File: src/rtl/seg_scan_ctrl.sv
// rtl/seg_scan_ctrl.sv - 8-digit multiplexed seven-segment scan controller
module seg_scan_ctrl #(
  parameter int DIV   = 1000,
  parameter int BLANK = 2
) (
  input  logic       clk,
  input  logic       rst,
  input  logic       en,
  input  logic       wr_en,
  input  logic [2:0] wr_addr,
  input  logic [3:0] wr_data,
  input  logic       wr_vis,
  input  logic       wr_dp,
  input  logic       clr,
  output logic [7:0] dig_sel,
  output logic [7:0] seg_out,
  output logic       frame
);

  localparam int MAXC = (DIV > BLANK) ? DIV : BLANK;
  localparam int CW   = $clog2(MAXC + 1);
  localparam logic [CW-1:0] DIV_LAST = CW'(DIV - 1);
  localparam logic [CW-1:0] BLK_LAST = (BLANK > 0) ? CW'(BLANK - 1) : '0;

  typedef enum logic {SHOW, BLNK} state_t;

  state_t        state, state_nx;
  logic [CW-1:0] cnt, cnt_nx;
  logic [2:0]    idx, idx_nx;
  logic          started, started_nx;

  logic [3:0]    val [8];
  logic [7:0]    vis;
  logic [7:0]    dp;
  logic [6:0]    cur_glyph;

  // a..g segment codes, active-low
  function automatic logic [6:0] glyph(input logic [3:0] v);
    logic [6:0] g;
    case (v)
      4'h0: g = 7'h01;
      4'h1: g = 7'h4F;
      4'h2: g = 7'h12;
      4'h3: g = 7'h06;
      4'h4: g = 7'h4C;
      4'h5: g = 7'h24;
      4'h6: g = 7'h20;
      4'h7: g = 7'h0F;
      4'h8: g = 7'h00;
      4'h9: g = 7'h04;
      4'hA: g = 7'h08;
      4'hB: g = 7'h60;
      4'hC: g = 7'h31;
      4'hD: g = 7'h42;
      4'hE: g = 7'h10;
      default: g = 7'h38;
    endcase
    return g;
  endfunction

  always_ff @(posedge clk or posedge rst) begin
    if (rst) begin
      state   <= SHOW;
      cnt     <= '0;
      idx     <= 3'd0;
      started <= 1'b0;
    end else begin
      state   <= state_nx;
      cnt     <= cnt_nx;
      idx     <= idx_nx;
      started <= started_nx;
    end
  end

  // started marks that idx has wrapped at least once, gating the frame pulse
  always_comb begin
    state_nx   = state;
    cnt_nx     = cnt + CW'(1);
    idx_nx     = idx;
    started_nx = started;
    case (state)
      SHOW: begin
        if (cnt == DIV_LAST) begin
          cnt_nx = '0;
          if (BLANK > 0) begin
            state_nx = BLNK;
          end else begin
            idx_nx = idx + 3'd1;
            if (idx == 3'd7) started_nx = 1'b1;
          end
        end
      end
      default: begin
        if (cnt == BLK_LAST) begin
          cnt_nx   = '0;
          state_nx = SHOW;
          idx_nx   = idx + 3'd1;
          if (idx == 3'd7) started_nx = 1'b1;
        end
      end
    endcase
  end

  always_ff @(posedge clk or posedge rst) begin
    if (rst) begin
      for (int i = 0; i < 8; i++) val[i] <= 4'h0;
      vis <= 8'h00;
      dp  <= 8'h00;
    end else if (clr) begin
      vis <= 8'h00;
      dp  <= 8'h00;
    end else if (wr_en) begin
      val[wr_addr] <= wr_data;
      vis[wr_addr] <= wr_vis;
      dp[wr_addr]  <= wr_dp;
    end
  end

  assign cur_glyph = glyph(val[idx]);

  always_ff @(posedge clk or posedge rst) begin
    if (rst) begin
      dig_sel <= 8'hFF;
      seg_out <= 8'hFF;
      frame   <= 1'b0;
    end else begin
      if (state == SHOW && en) begin
        dig_sel <= ~(8'd1 << idx);
        seg_out <= {(vis[idx] ? cur_glyph : 7'h7F), ~(vis[idx] & dp[idx])};
      end else begin
        dig_sel <= 8'hFF;
        seg_out <= 8'hFF;
      end
      frame <= (state == SHOW) && (idx == 3'd0) && (cnt == '0) && started;
    end
  end

endmodule

File: config.mk
export PLATFORM = sky130hd
export DESIGN_NAME = seg_scan_ctrl
export DESIGN_NICKNAME = d
export VERILOG_FILES = /design/src/rtl/seg_scan_ctrl.sv
export SDC_FILE = /design/constraint.sdc
export NUM_CORES = 1
export LEC_CHECK = 0
export ABC_AREA = 1
export BUFFER_PORTS_ARGS = -buffer_cell sky130_fd_sc_hd__buf_2
export CAP_MARGIN = 10
export CORE_MARGIN = 1
export CORE_UTILIZATION = 40
export CTS_CLUSTER_SIZE = 30
export DETAILED_ROUTE_END_ITERATION = 12
export MAX_ROUTING_LAYER = met4
export PLACE_DENSITY_LB_ADDON = 0.12
export SYNTH_ARGS = -nofsm -noshare
export SYNTH_HDL_FRONTEND = slang
export SYNTH_SLANG_ARGS = --single-unit
File: constraint.sdc
create_clock -name clk -period 2.6 [get_ports clk]
set_input_delay 0.52 -clock clk [delete_from_list [all_inputs] [get_ports clk]]
set_output_delay 0.52 -clock clk [all_outputs]
set_load 0.03 [all_outputs]
==> results of run 1 <==
## cells in the final DEF, fill, tap and decap left out, drive strengths merged, types with 4 or more instances in the layout
master    n
buf      34
o22ai     6
inv      59
nand3    43
o211ai    6
xor2      4
ha       15
clkbuf   11
nor2     46
dfstp    16
a21oi    10
o21ai    58
nand2   131
dfrtp    64
nand4     6
nor3      6
## kinds of logic after synthesis
group | after synthesis
AOI/OAI and AO/OA | 82
and+or+nand+nor | 235
DFF | 80
adders and majority gates | 15
xor gates and xnor gates | 4
buffers and inverters | 68
## through the flow
step                      hold WS [ns]  power (uW)  cell area, um2  setup WS, ns  instances
final                            0.154        2830            4550         0.619        659
after global routing             0.173        2980            4550         0.410        659
after CTS                        0.166        2860            4550         0.624        659
after detailed placement         0.461        1830            4330         0.655        643
after global placement           0.456        1820            4330         0.697        643
after floorplan                  0.442        1710            4040        0.0547        484
## metal layers
| metal | part of all wire [%] | vias to the layer above | wire length [um] |
|---|---|---|---|
| met5 | 0 | - | 0 |
| met4 | 1.6 | 0 | 151 |
| met3 | 4.3 | 17 | 397 |
| met2 | 45 | 73 | 4170 |
| met1 | 49 | 1548 | 4530 |
| li1 | - | 1642 | - |
## cell type report
class | instances | area, um2 | area share [%]
clock buffers | 11 | 141 | 3.11
clock inverters | 5 | 80.1 | 1.76
flip-flops and latches | 80 | 2020 | 44.4
inverters | 60 | 226 | 4.97
multi-input cells | 336 | 1720 | 37.9
repair buffers | 34 | 193 | 4.23
well taps | 133 | 166 | 3.65
## how the worst max path moves through the flow
stage	startpoint	endpoint	slack, ns	cells after the start
4_1_cts	idx[0]	seg_out[4]	0.62	14
5_1_grt	idx[0]	seg_out[4]	0.41	14
6_report	idx[0]	seg_out[4]	0.62	14
2_1_floorplan	rst	cnt[0]	0.05	1
3_3_place_gp	idx[0]	seg_out[4]	0.70	14
3_5_place_dp	idx[0]	seg_out[4]	0.65	14
## power breakdown
part           switching (uW)  internal (uW)
clock                     459            566
combinational             258            133
sequential               54.8           1360
## worst register-to-register path, stage by stage (launching register included)
cell     delay (ns)
dfrtp_1        0.36
buf_4          0.32
nor2_1         0.09
nor2_1         0.08
o21ai_1        0.07
nand2_1        0.07
nand2_1        0.06
nand2_1        0.14
inv_1          0.09
ha_1           0.29
inv_1          0.08
nand3_1        0.07
nand3_1        0.08
nand2_1        0.05
nand2_1        0.05
## sequential cells by signal (all words and copies together), names as in the netlist
name     cells
val         32
cnt         10
dig_sel      8
dp           8
seg_out      8
vis          8
idx          3
frame        1
started      1
state        1
## cell usage after synthesis (all sizes together)
| library cell | count | area [um2] |
|---|---|---|
| dfstp | 16 | 420 |
| nor4 | 2 | 18.8 |
| a21oi | 10 | 50.1 |
| dfrtp | 64 | 1600 |
| o41ai | 1 | 8.76 |
| nor2 | 46 | 198 |
| buf | 8 | 66.3 |
| o22ai | 6 | 37.5 |
| nor3 | 6 | 35.0 |
| a31o | 1 | 8.76 |
| nand2 | 131 | 504 |
| xor2 | 4 | 35.0 |
| nand3 | 43 | 260 |
| ha | 15 | 188 |
| nor3b | 1 | 7.51 |
| o21ai | 58 | 290 |
| nand4 | 6 | 37.5 |
| inv | 60 | 225 |
| o211ai | 6 | 45.0 |
==> reports/qor.csv, run 1 <==
stage,metric,value,unit
cells_and_area,nets,550,
critical_path,crit-reg2reg-launch,idx[0],
synth,synth-seq-cells,80,
sta,setup_tns,0,ns
synth,synth.avg_cell_area,8.34,um2
detailed_routing,drc,0,
clock_tree,h-tree-depth,3,
grt,top_usage_layer,met2,
detailed_routing,routed_via_density,4.98,
sta,fmax,505,MHz
power_and_ir_drop,pwr_density_cell,621,mW/mm2
clock_tree,clk_latency,0.35,ns
detailed_routing,routed_wl,9250,um
sta,worst_pin_slew,0.487,ns
floorplan,die_area,0.0105,mm2
synth,yosys_warnings,0,
cells_and_area,num-fill-cells,963,
critical_path,crit_required,2.89,ns
cells_and_area,area_delta_synth_final,12.8,%
clock_tree,post_cts_resized,0,
critical_path,cp.arrival,2.27,ns
floorplan,num_rows,36,
sta,finalMaxSlewViolations,0,
synth,synth_top_family_by_area,simple AND/OR/NAND/NOR gates,
grt,overflow,0,
grt,antenna_found_initial,0,
detailed_routing,vias,3280,
clock_tree,cts_root_buffer,clkbuf_8,
synth,yosysSeqAreaShare,50.1,%
floorplan,start_util,41.3,%
grt,grtUsageTotal,19.9,%
floorplan,core_area,0.00977,mm2
critical_path,crit_chain,buf_4 -> nor2_1 -> nor2_1 -> o21ai_1 -> nand2_1 -> nand2_1 -> nand2_1 -> inv_1 -> ha_1 -> inv_1 -> nand3_1 -> nand3_1 -> nand2_1 -> nand2_1,
sta,setup-violations-final,0,
clock_tree,cts_tree,done,
grt,grt_util_met1,27.7,%
floorplan,dieWidth,102,um
cells_and_area,final_util,46.6,%
critical_path,critPathBufInv,3,
critical_path,reg2reg_slack,0.62,ns
sta,finalHoldViolCount,0,
critical_path,reg2regPathDepth,14,
critical_path,crit_slowest_cell,dfrtp_1,
sta,grt_setup_unrepaired,false,
grt,grt_first_pass_wirelength,15300,um
synth,netlist_instances,484,
critical_path,crit_path_frequent_cell,nand2_1,
clock_tree,numCtsBuffers,9,
critical_path,timing.rr.end,seg_out[4],
clock_tree,holdBufCountCts,0,
grt,use_met2,29.2,%
clock_tree,cts_buffer_depth,2,
grt,gr-usage-met3,3.49,%
power_and_ir_drop,ir_drop,0.280,mV
placed_design,hpwl,6440,um
synth,syn_nets,513,
synth,synth_cell_types,32,
detailed_routing,detail-route-antenna-nets,0,
grt,grt_start_max_net_pins,56,
critical_path,critPathLaunchType,flop,
synth,synth_fa_ha_area_share,4.65,%
critical_path,worst-setup-path-type,flop to flop,
clock_tree,clk_pin_slew,0.09,ns
sta,clock_skew,0.0128,ns
outcome,outcome,completed,
synth,synth-compound-area-share,10.9,%
grt,grt_pass1_vias,3062,
hold_path,hp-class,primary input to async pin,
cells_and_area,antenna_cells,0,
critical_path,critPathTopFamily,simple AND/OR/NAND/NOR gates,
floorplan,ioPinCount,31,
detailed_routing,dr.pass1.iters,4,
sta,maxSlewHeadroom,67.1,%
power_and_ir_drop,power_leakage,0.00212,uW
synth,synthMuxAreaShare,0,%
clock_tree,clkSinkCount,80,
placed_design,portBuffers,30,
cells_and_area,drive_gt1_share,17.1,%
synth,synth_area,0.00404,mm2
floorplan,die_y,102,um
synth,post_synth_and_or_nand_nor_area_fraction,26.3,%
sta,timing.final.crit_share,76.2,%
flow_run,maxCapViolCount,0,
critical_path,slowest_delay,0.36,ns
placed_design,place.gp.congestion,0.882,
clock_tree,post_cts_buffers,0,
sta,finalCriticalPeriod,1.98,ns
critical_path,endpoint_kind,flop,
synth,synth_xor_area_share,0.868,%
detailed_routing,routedWlPerCell,14.0,um
critical_path,path_max_fanout,33,
detailed_routing,initialDrtViolationCount,114,
(Power assumes the default switching activity.)
==> run 2, diff against run 1 <==
Clock period 2.6 ns to 1.9 ns, I/O delays scaled along.
==> reports/qor.csv, run 2 (same netlist as run 1, synthesis figures left out) <==
stage,metric,value,unit
clock_tree,cts_tree,done,
grt,grt_start_max_net_pins,48,
cells_and_area,regMostFlops,val,
sta,timing.final.crit_share,91.7,%
floorplan,core_area,0.00977,mm2
clock_tree,cts_root_buffer,clkbuf_8,
grt,antenna_found_initial,0,
cells_and_area,final_common_cell,nand2_1,
power_and_ir_drop,p_int,2790,uW
clock_tree,clk_latency,0.36,ns
detailed_routing,initialDrtViolationCount,148,
sta,finalMaxSlewViolations,0,
clock_tree,h-tree-depth,3,
power_and_ir_drop,p_total,3850,uW
grt,grt_pass1_vias,3050,
critical_path,critPathBufInv,2,
clock_tree,numCtsBuffers,9,
critical_path,crit-reg2reg-launch,idx[0],
detailed_routing,vias,3337,
critical_path,crit_chain,buf_6 -> nor2_1 -> nor2_1 -> o21ai_1 -> nand3_1 -> nand2_2 -> inv_1 -> ha_1 -> nand3_1 -> o21ai_0 -> nand2_1 -> nand2_1,
critical_path,worst-setup-path-type,flop to flop,
sta,finalHoldViolCount,0,
floorplan,dieWidth,102,um
sta,finalCriticalPeriod,1.74,ns
sta,worst_pin_slew,0.425,ns
floorplan,ioPinCount,31,
critical_path,slowest_delay,0.47,ns
placed_design,dpl_cell_area,0.00441,mm2
critical_path,endpoint_kind,flop,
floorplan,die_y,102,um
placed_design,place.gp.congestion,0.879,
cells_and_area,nets,566,
critical_path,critPathLaunchType,flop,
critical_path,reg2reg_slack,0.16,ns
power_and_ir_drop,pwr_density_cell,822,mW/mm2
outcome,outcome,completed,
sta,fmax,574,MHz
clock_tree,clk_pin_slew,0.09,ns
grt,overflow,0,
critical_path,crit_slowest_cell,dfrtp_2,
sta,setup_tns,0,ns
floorplan,num_rows,36,
power_and_ir_drop,switching_share,27.5,%
grt,grt_first_pass_wirelength,15200,um
power_and_ir_drop,pwr-share-seq,50.2,%
cells_and_area,largest_reg_flops,32,
cells_and_area,antenna_cells,0,
floorplan,start_util,41.3,%
detailed_routing,routed_via_density,4.94,
grt,grtUsageTotal,20.1,%
cells_and_area,area_delta_synth_final,16.1,%
power_and_ir_drop,power_leakage,0.00220,uW
power_and_ir_drop,power_frac_clock,35.3,%
critical_path,crit_required,2.20,ns
detailed_routing,drc,0,
critical_path,cp.arrival,2.05,ns
critical_path,timing.rr.end,seg_out[2],
detailed_routing,detail-route-antenna-nets,0,
sta,setup-violations-final,0,
sta,hold_slack,0.0174,ns
floorplan,die_area,0.0105,mm2
detailed_routing,routed_wl,9270,um
sta,clock_skew,0.0165,ns
power_and_ir_drop,pwr-share-comb,14.5,%
cells_and_area,design_area,0.00469,mm2
critical_path,critPathTopFamily,simple AND/OR/NAND/NOR gates,
hold_path,hp-class,primary input to async pin,
critical_path,reg2regPathDepth,12,
power_and_ir_drop,ir_drop,0.438,mV
cells_and_area,top_regs,"val x32, cnt x10",
cells_and_area,drive_gt1_share,20.8,%
detailed_routing,routedWlPerCell,13.7,um
cells_and_area,layout_common_cells,"125 x nand2_1, 62 x dfrtp_1, 51 x o21ai_0",
placed_design,portBuffers,30,
critical_path,path_max_fanout,8,
clock_tree,clkSinkCount,80,
placed_design,hpwl,6820,um
flow_run,maxCapViolCount,0,
sta,maxSlewHeadroom,71.6,%
power_and_ir_drop,power.switching,1060,uW
detailed_routing,dr.pass1.iters,5,
clock_tree,cts_buffer_depth,2,
-- run 2: changes by cell type in the layout (fill, tap and decap cells not counted), sizes merged --
| cell | before | now |
|---|---|---|
| buf | 34 | 50 |
| clkinv | 2 | 4 |
| clkbuf | 11 | 10 |
| clkinvlp | 2 | 1 |
-- run 2: area by class of cell --
cell class              instances  area [um2]
repair buffers                 50         318
clock inverters                 6        83.8
fillers                       984        5090
multi-input cells             336        1740
well taps                     133         166
flip-flops and latches         80        2020
inverters                      60         229
clock buffers                  10         128
-- run 2: worst max path at each step --
stage	end	slack, ns	cells past startpoint	start
2_1_floorplan	seg_out[4]	0.11	14	idx[0]
3_3_place_gp	seg_out[4]	0.11	13	idx[0]
3_5_place_dp	seg_out[4]	0.05	13	idx[0]
6_report	seg_out[2]	0.16	12	idx[0]
4_1_cts	seg_out[4]	0.03	13	idx[0]
5_1_grt	seg_out[4]	-0.01	12	idx[0]
-- run 2: power by group through the flow --
| stage | logic (uW) | registers, uW | clock network, uW |
|---|---|---|---|
| after floorplan | 397 | 1950 | 0 |
| after global placement | 536 | 1970 | 0 |
| after detailed placement | 543 | 1960 | 0 |
| after CTS | 545 | 1930 | 1390 |
| after global routing | 646 | 1950 | 1470 |
| final | 557 | 1930 | 1360 |
-- run 2: per-stage QoR --
stage	cells	utilization, %	setup WS (ns)
finish	675	48.0	0.157
global route	675	48.0	-0.0145
floorplan	484	-	0.114
CTS	669	47.3	0.0313
detailed placement	653	45.1	0.0483
global placement	653	45.1	0.110
-- run 2: what timing repair did --
action	in CTS	in global routing
setup endpoints to repair	0	6
setup buffers	0	5
gates resized for setup	0	10
hold buffers	0	0
-- run 2: routing by layer --
metal,GRT usage (%),vias to the layer above,part of all wire (%)
li1,-,1676,-
met1,27.5,1563,49
met2,29.0,82,44
met3,3.08,16,4.0
met4,9.89,0,2.3
met5,-,-,0
